File: config.mk
export PLATFORM = sky130hd
export DESIGN_NAME = noc_sw_alloc
export DESIGN_NICKNAME = d
export VERILOG_FILES = /design/src/rtl/noc_pkg.sv /design/src/rtl/noc_rr_arb.sv /design/src/rtl/noc_sw_alloc.sv
export SDC_FILE = /design/constraint.sdc
export NUM_CORES = 1
export LEC_CHECK = 0
export CORE_MARGIN = 2
export CORE_UTILIZATION = 44
export CTS_CLUSTER_SIZE = 16
export DETAILED_ROUTE_END_ITERATION = 10
export GPL_ROUTABILITY_DRIVEN = 0
export PLACE_DENSITY_LB_ADDON = 0.08
export REMOVE_ABC_BUFFERS = 1
export SLEW_MARGIN = 20
export SYNTH_ARGS = -nofsm -noshare
export SYNTH_HDL_FRONTEND = slang
export SYNTH_SLANG_ARGS = --single-unit
File: constraint.sdc
create_clock -name clk -period 7 [get_ports clk]
set_clock_uncertainty 0.15 [all_clocks]
set_input_delay 1.4 -clock clk [delete_from_list [all_inputs] [get_ports clk]]
set_output_delay 1.4 -clock clk [all_outputs]
set_load 0.03 [all_outputs]
File: src/rtl/noc_pkg.sv
// Shared types and constants for the NoC switch allocator.
package noc_pkg;

  localparam int PORT_NUM = 5;
  localparam int SEL_W    = 3;

  typedef enum logic [2:0] {
    NORTH = 3'd0,
    EAST  = 3'd1,
    SOUTH = 3'd2,
    WEST  = 3'd3,
    LOCAL = 3'd4
  } port_e;

  typedef enum logic {
    IDLE   = 1'b0,
    LOCKED = 1'b1
  } alloc_state_e;

  // Cyclic successor of a port index, used to move the round-robin pointer past a winner.
  function automatic logic [SEL_W-1:0] next_idx(input logic [SEL_W-1:0] idx, input int n);
    if (int'(idx) + 1 >= n) return '0;
    return idx + 3'd1;
  endfunction

endpackage

File: src/rtl/noc_rr_arb.sv
// Combinational round-robin pick: first requester at or after ptr, wrapping around.
module noc_rr_arb #(
  parameter int N = 5
) (
  input  logic [N-1:0] req,
  input  logic [2:0]   ptr,
  output logic         gnt_valid,
  output logic [2:0]   gnt_idx
);

  int cand;

  // Scan from farthest to nearest so the candidate closest to ptr is the last one written.
  always_comb begin
    gnt_valid = 1'b0;
    gnt_idx   = '0;
    cand      = 0;
    for (int k = N - 1; k >= 0; k--) begin
      cand = (int'(ptr) + k) % N;
      if (req[cand]) begin
        gnt_valid = 1'b1;
        gnt_idx   = 3'(cand);
      end
    end
  end

endmodule

File: src/rtl/noc_sw_alloc.sv
// Per-output switch allocator with packet locking and credit flow control.
// Define NOC_SW_ALLOC_ERR_EN to add the sticky err_o protocol-error flag.
module noc_sw_alloc
  import noc_pkg::*;
#(
  parameter int PORT_NUM   = noc_pkg::PORT_NUM,
  parameter int CREDIT_NUM = 4
) (
  input  logic                  clk,
  input  logic                  rst,
  input  logic [PORT_NUM-1:0]   in_valid_i,
  input  logic [PORT_NUM*3-1:0] in_out_sel_i,
  input  logic [PORT_NUM-1:0]   in_tail_i,
  output logic [PORT_NUM-1:0]   in_ready_o,
  input  logic [PORT_NUM-1:0]   credit_i,
  output logic [PORT_NUM-1:0]   out_valid_o,
  output logic [PORT_NUM*3-1:0] out_in_sel_o
`ifdef NOC_SW_ALLOC_ERR_EN
  ,
  output logic                  err_o
`endif
);

  localparam int CW = $clog2(CREDIT_NUM + 1);

  logic [PORT_NUM-1:0]   gnt_vec;
  logic [PORT_NUM*3-1:0] gnt_idx_flat;
`ifdef NOC_SW_ALLOC_ERR_EN
  logic [PORT_NUM-1:0]   err_hit;
`endif

  for (genvar o = 0; o < PORT_NUM; o++) begin : g_out
    alloc_state_e  state_q;
    logic [2:0]    owner_q;
    logic [2:0]    ptr_q;
    logic [CW-1:0] credit_q;

    logic [PORT_NUM-1:0] req;
    logic                arb_valid;
    logic [2:0]          arb_idx;
    logic                gnt;
    logic [2:0]          gnt_idx;
    logic                gnt_tail;

    // Out-of-range selects never match any o, so they are never granted.
    always_comb begin
      req = '0;
      for (int i = 0; i < PORT_NUM; i++) begin
        req[i] = in_valid_i[i] && (in_out_sel_i[i*3 +: 3] == 3'(o));
      end
    end

    noc_rr_arb #(.N(PORT_NUM)) u_arb (
      .req       (req),
      .ptr       (ptr_q),
      .gnt_valid (arb_valid),
      .gnt_idx   (arb_idx)
    );

    always_comb begin
      gnt     = 1'b0;
      gnt_idx = '0;
      if (!rst && (credit_q != '0)) begin
        if (state_q == IDLE) begin
          gnt     = arb_valid;
          gnt_idx = arb_idx;
        end else if (req[owner_q]) begin
          gnt     = 1'b1;
          gnt_idx = owner_q;
        end
      end
    end

    assign gnt_tail                = in_tail_i[gnt_idx];
    assign gnt_vec[o]              = gnt;
    assign gnt_idx_flat[o*3 +: 3]  = gnt_idx;
    assign out_valid_o[o]          = gnt;
    assign out_in_sel_o[o*3 +: 3]  = gnt_idx;

    always_ff @(posedge clk or posedge rst) begin
      if (rst) begin
        state_q  <= IDLE;
        owner_q  <= '0;
        ptr_q    <= '0;
        credit_q <= CW'(CREDIT_NUM);
      end else begin
        if (gnt) begin
          if (state_q == IDLE) begin
            if (gnt_tail) begin
              ptr_q <= next_idx(gnt_idx, PORT_NUM);
            end else begin
              state_q <= LOCKED;
              owner_q <= gnt_idx;
            end
          end else if (gnt_tail) begin
            state_q <= IDLE;
            ptr_q   <= next_idx(owner_q, PORT_NUM);
          end
        end
        // A returned credit with no transfer at full count is dropped (saturation).
        case ({gnt, credit_i[o]})
          2'b10:   credit_q <= credit_q - 1'b1;
          2'b01:   if (credit_q != CW'(CREDIT_NUM)) credit_q <= credit_q + 1'b1;
          default: credit_q <= credit_q;
        endcase
      end
    end

`ifdef NOC_SW_ALLOC_ERR_EN
    assign err_hit[o] = (credit_i[o] && !gnt && (credit_q == CW'(CREDIT_NUM))) ||
                        ((state_q == LOCKED) && in_valid_i[owner_q] &&
                         (in_out_sel_i[owner_q*3 +: 3] != 3'(o)));
`endif
  end

  always_comb begin
    in_ready_o = '0;
    for (int o = 0; o < PORT_NUM; o++) begin
      for (int i = 0; i < PORT_NUM; i++) begin
        if (gnt_vec[o] && (gnt_idx_flat[o*3 +: 3] == 3'(i))) in_ready_o[i] = 1'b1;
      end
    end
  end

`ifdef NOC_SW_ALLOC_ERR_EN
  always_ff @(posedge clk or posedge rst) begin
    if (rst) begin
      err_o <= 1'b0;
    end else if (|err_hit) begin
      err_o <= 1'b1;
    end
  end
`endif

endmodule

==> qor.yml <==
status: "complete, no violations"
finalHoldViolCount: 0
ant_nets: 0
synth_xor_area_share_pct: 2.94
required_ps: 5450
startpoint: "g_out[3].ptr_q[0]"
holdWs_ps: 397
cellLeakagePower_uw: 0.00634
synth_compound_area_share_pct: 29.0
ys_top_cells_by_area: "ha_1 15%, dfrtp_1 9.1%, mux2i_1 4.4%"
num_antenna_cells: 0
yosysWarnings: 0
synth_seq_cells: 50
start_kind: "flop"
cts_tree: "built"
ys_types: 112
pre_cts_ws_ps: 31.2
swShare_pct: 54.7
regToRegEndpoint: "g_out[4].ptr_q[0]"
grt_usage_pct: 26.0
ir_drop_uv: 364
finalInstanceArea_um2: 14800
clkTransAtPathRegs_ps: 70
cpPeakStageDelay_ps: 450
antenna_found_initial: 0
synth-edff-count: 0
critical_path.max_fanout: 3
drt-initial-drc-count: 1065
io_buffers: 56
finalSetupTns_ps: 0
clk_latency_ps: 300
grt_pass1_wl_um: 61800
rows: 61
clockBufferDepth: 2
hpwlAfterDp_um: 31100
path_delay_family: "simple AND/OR/NAND/NOR gates"
p_per_area_nw_per_um2: 539
core_um2: 27800
period_share_pct: 97.9
hp-class: "flop to flop"
setup_ws_ps: 149
p_comb_share_pct: 88.5
root_buffer: "clkbuf_16"
p_seq_share_pct: 7.8
setup_violations: 0
yosysSeqAreaShare_pct: 10.1
synth_common_cells: "148 x ha_1, 124 x inv_1, 115 x nand2_1"
yosysMostFrequentCell: "ha_1"
async_flop_share_pct: 100
synth_top_area_share_pct: 14.9
remaining_drc_errors: 0
cp.arrival_ps: 5300
clock_power_share_pct: 3.7
die_h_um: 172
grt_max_degree: 51
ys.flop_type: "dfrtp_1"
r2r_setup_slack_ps: 1340
worst_slew_pin_slew_ps: 771
synthAdderAreaFrac_pct: 16.1
slew_headroom_pct: 48.1
synth_top_family_by_area: "compound AO/OA/AOI/OAI gates"
fmaxAchievable_ghz: 0.146
die_w_um: 172
vias_per_cell: 6.13
via_count: 12961
ios: 57
routed_wl_um: 39500
whs_path_depth: 1
slew_violations: 0
grt_pass1_vias: 11770
cts_max_level: 2
syn_to_final_growth_pct: 19.8
cp_num_cells: 27
initial_core_util_pct: 44.6
overflow: 0
setup.worst_path.end: "in_ready_o[4]"
hold_buffers: 0
avgSynthCellArea_um2: 7.74
crit_type: "flop to output port"
synth_mux_area_share_pct: 10.8
syn_area_um2: 12400
reg2reg_depth: 23
yosys.area_share.simple_pct: 24.4
cellInternalPower_uw: 3620
nets: 1923
fillers: 2748
p_switching_uw: 4370
maxCapViolCount: 0
finalCriticalPeriod_ps: 6850
crit_slowest_cell: "mux4_2"
total_power_uw: 7990
wl_per_cell_um: 18.7
drive_gt1_share_pct: 20.0
cts.sinks: 50
critPathCaptureType: "output port"
first_pass_iters: 6
worstReg2RegStart: "g_out[4].ptr_q[2]"
synth_cells: 1600
cp_num_buf_inv: 7
cts_buffers: 5
yosys.area.top_type: "ha_1"
placedInstanceArea_um2: 14000
die-area_um2: 29500
worst register-to-register path, delay by kind of cell (launching register included):
kind	cells	cell delay [ps]
fa+ha+maj	5	1350
buf+inv	3	450
compound gates	9	1720
flops	1	380
simple gates	3	820
mux	2	570
xor+xnor	1	110
flip-flops by register name, indices dropped and copies added (netlist names):
signal	cells
g_out.credit_q	15
g_out.owner_q	15
g_out.ptr_q	15
g_out.state_q	5
per-stage QoR:
| stage | cells | utilization [%] |
|---|---|---|
| floorplan | 1532 | - |
| global placement | 2084 | 50.6 |
| detailed placement | 2084 | 50.6 |
| CTS | 2099 | 51.6 |
| global route | 2115 | 53.4 |
| finish | 2115 | 53.4 |
routing by layer:
layer | vias to the layer above | share of wire, % | wire (um) | GRT usage [%]
li1 | 6325 | - | - | -
met1 | 6199 | 46 | 18300 | 36.6
met5 | - | 0 | 0 | 0
met4 | 0 | 2.6 | 1030 | 7.67
met3 | 59 | 5.4 | 2130 | 2.62
met2 | 378 | 46 | 18100 | 42.0
area by class of cell:
cell class / instances / area, um^2 / area share [%]
flip-flops and latches: 50 / 1260 / 8.50
inverters: 135 / 509 / 3.43
clock buffers: 7 / 143 / 0.961
clock inverters: 1 / 30.0 / 0.202
repair buffers: 197 / 1660 / 11.2
well taps: 378 / 473 / 3.19
multi-input cells: 1347 / 10800 / 72.5
how the worst min path moves through the flow:
stage | slack, ps | to | from
2_1_floorplan | 360 | g_out[3].credit_q[2] | g_out[3].credit_q[2]
3_3_place_gp | 380 | g_out[0].owner_q[1] | g_out[0].owner_q[1]
3_5_place_dp | 380 | g_out[3].credit_q[2] | g_out[3].credit_q[2]
4_1_cts | 400 | g_out[3].credit_q[2] | g_out[3].credit_q[2]
5_1_grt | 410 | g_out[3].credit_q[2] | g_out[3].credit_q[2]
6_report | 400 | g_out[3].credit_q[2] | g_out[3].credit_q[2]
what timing repair did:
item,CTS,global route
pin swaps,6,19
setup buffers,7,16
hold endpoints to repair,0,0
endpoints found under the setup margin,5,8
gates resized for setup,16,92
layout by cell type (no fill, tap or decap), drive strengths merged, types with 19 or more instances in the layout:
cell type	instances
o211ai	28
nand3	43
mux4	20
inv	133
o21ai	86
and2	21
a21oi	112
nor2	104
mux2	30
ha	148
a211o	19
dfrtp	45
a211oi	26
o22ai	21
buf	156
clkdlybuf4s50	38
nor3	42
nand2	116
nand2b	34
mux2i	54
a31oi	19
xnor2	35
nor2b	31
cells by family (layout without fill, tap and decap cells):
kind of cell,Yosys count,in the layout
AOI/OAI and AO/OA,503,503
xor gates and xnor gates,39,39
adders and majority gates,155,155
buffers and inverters,203,340
DFF,50,50
muxes,104,104
and+or+nand+nor,546,546
power by group through the flow:
stage / Clock (uW) / Combinational [uW] / Sequential, uW
floorplan: 0 / 4520 / 679
CTS: 303 / 6610 / 626
detailed placement: 0 / 6440 / 627
global placement: 0 / 6370 / 628
global route: 314 / 7800 / 650
finish: 299 / 7070 / 621
No activity file was read; power rests on OpenSTA's default activity.
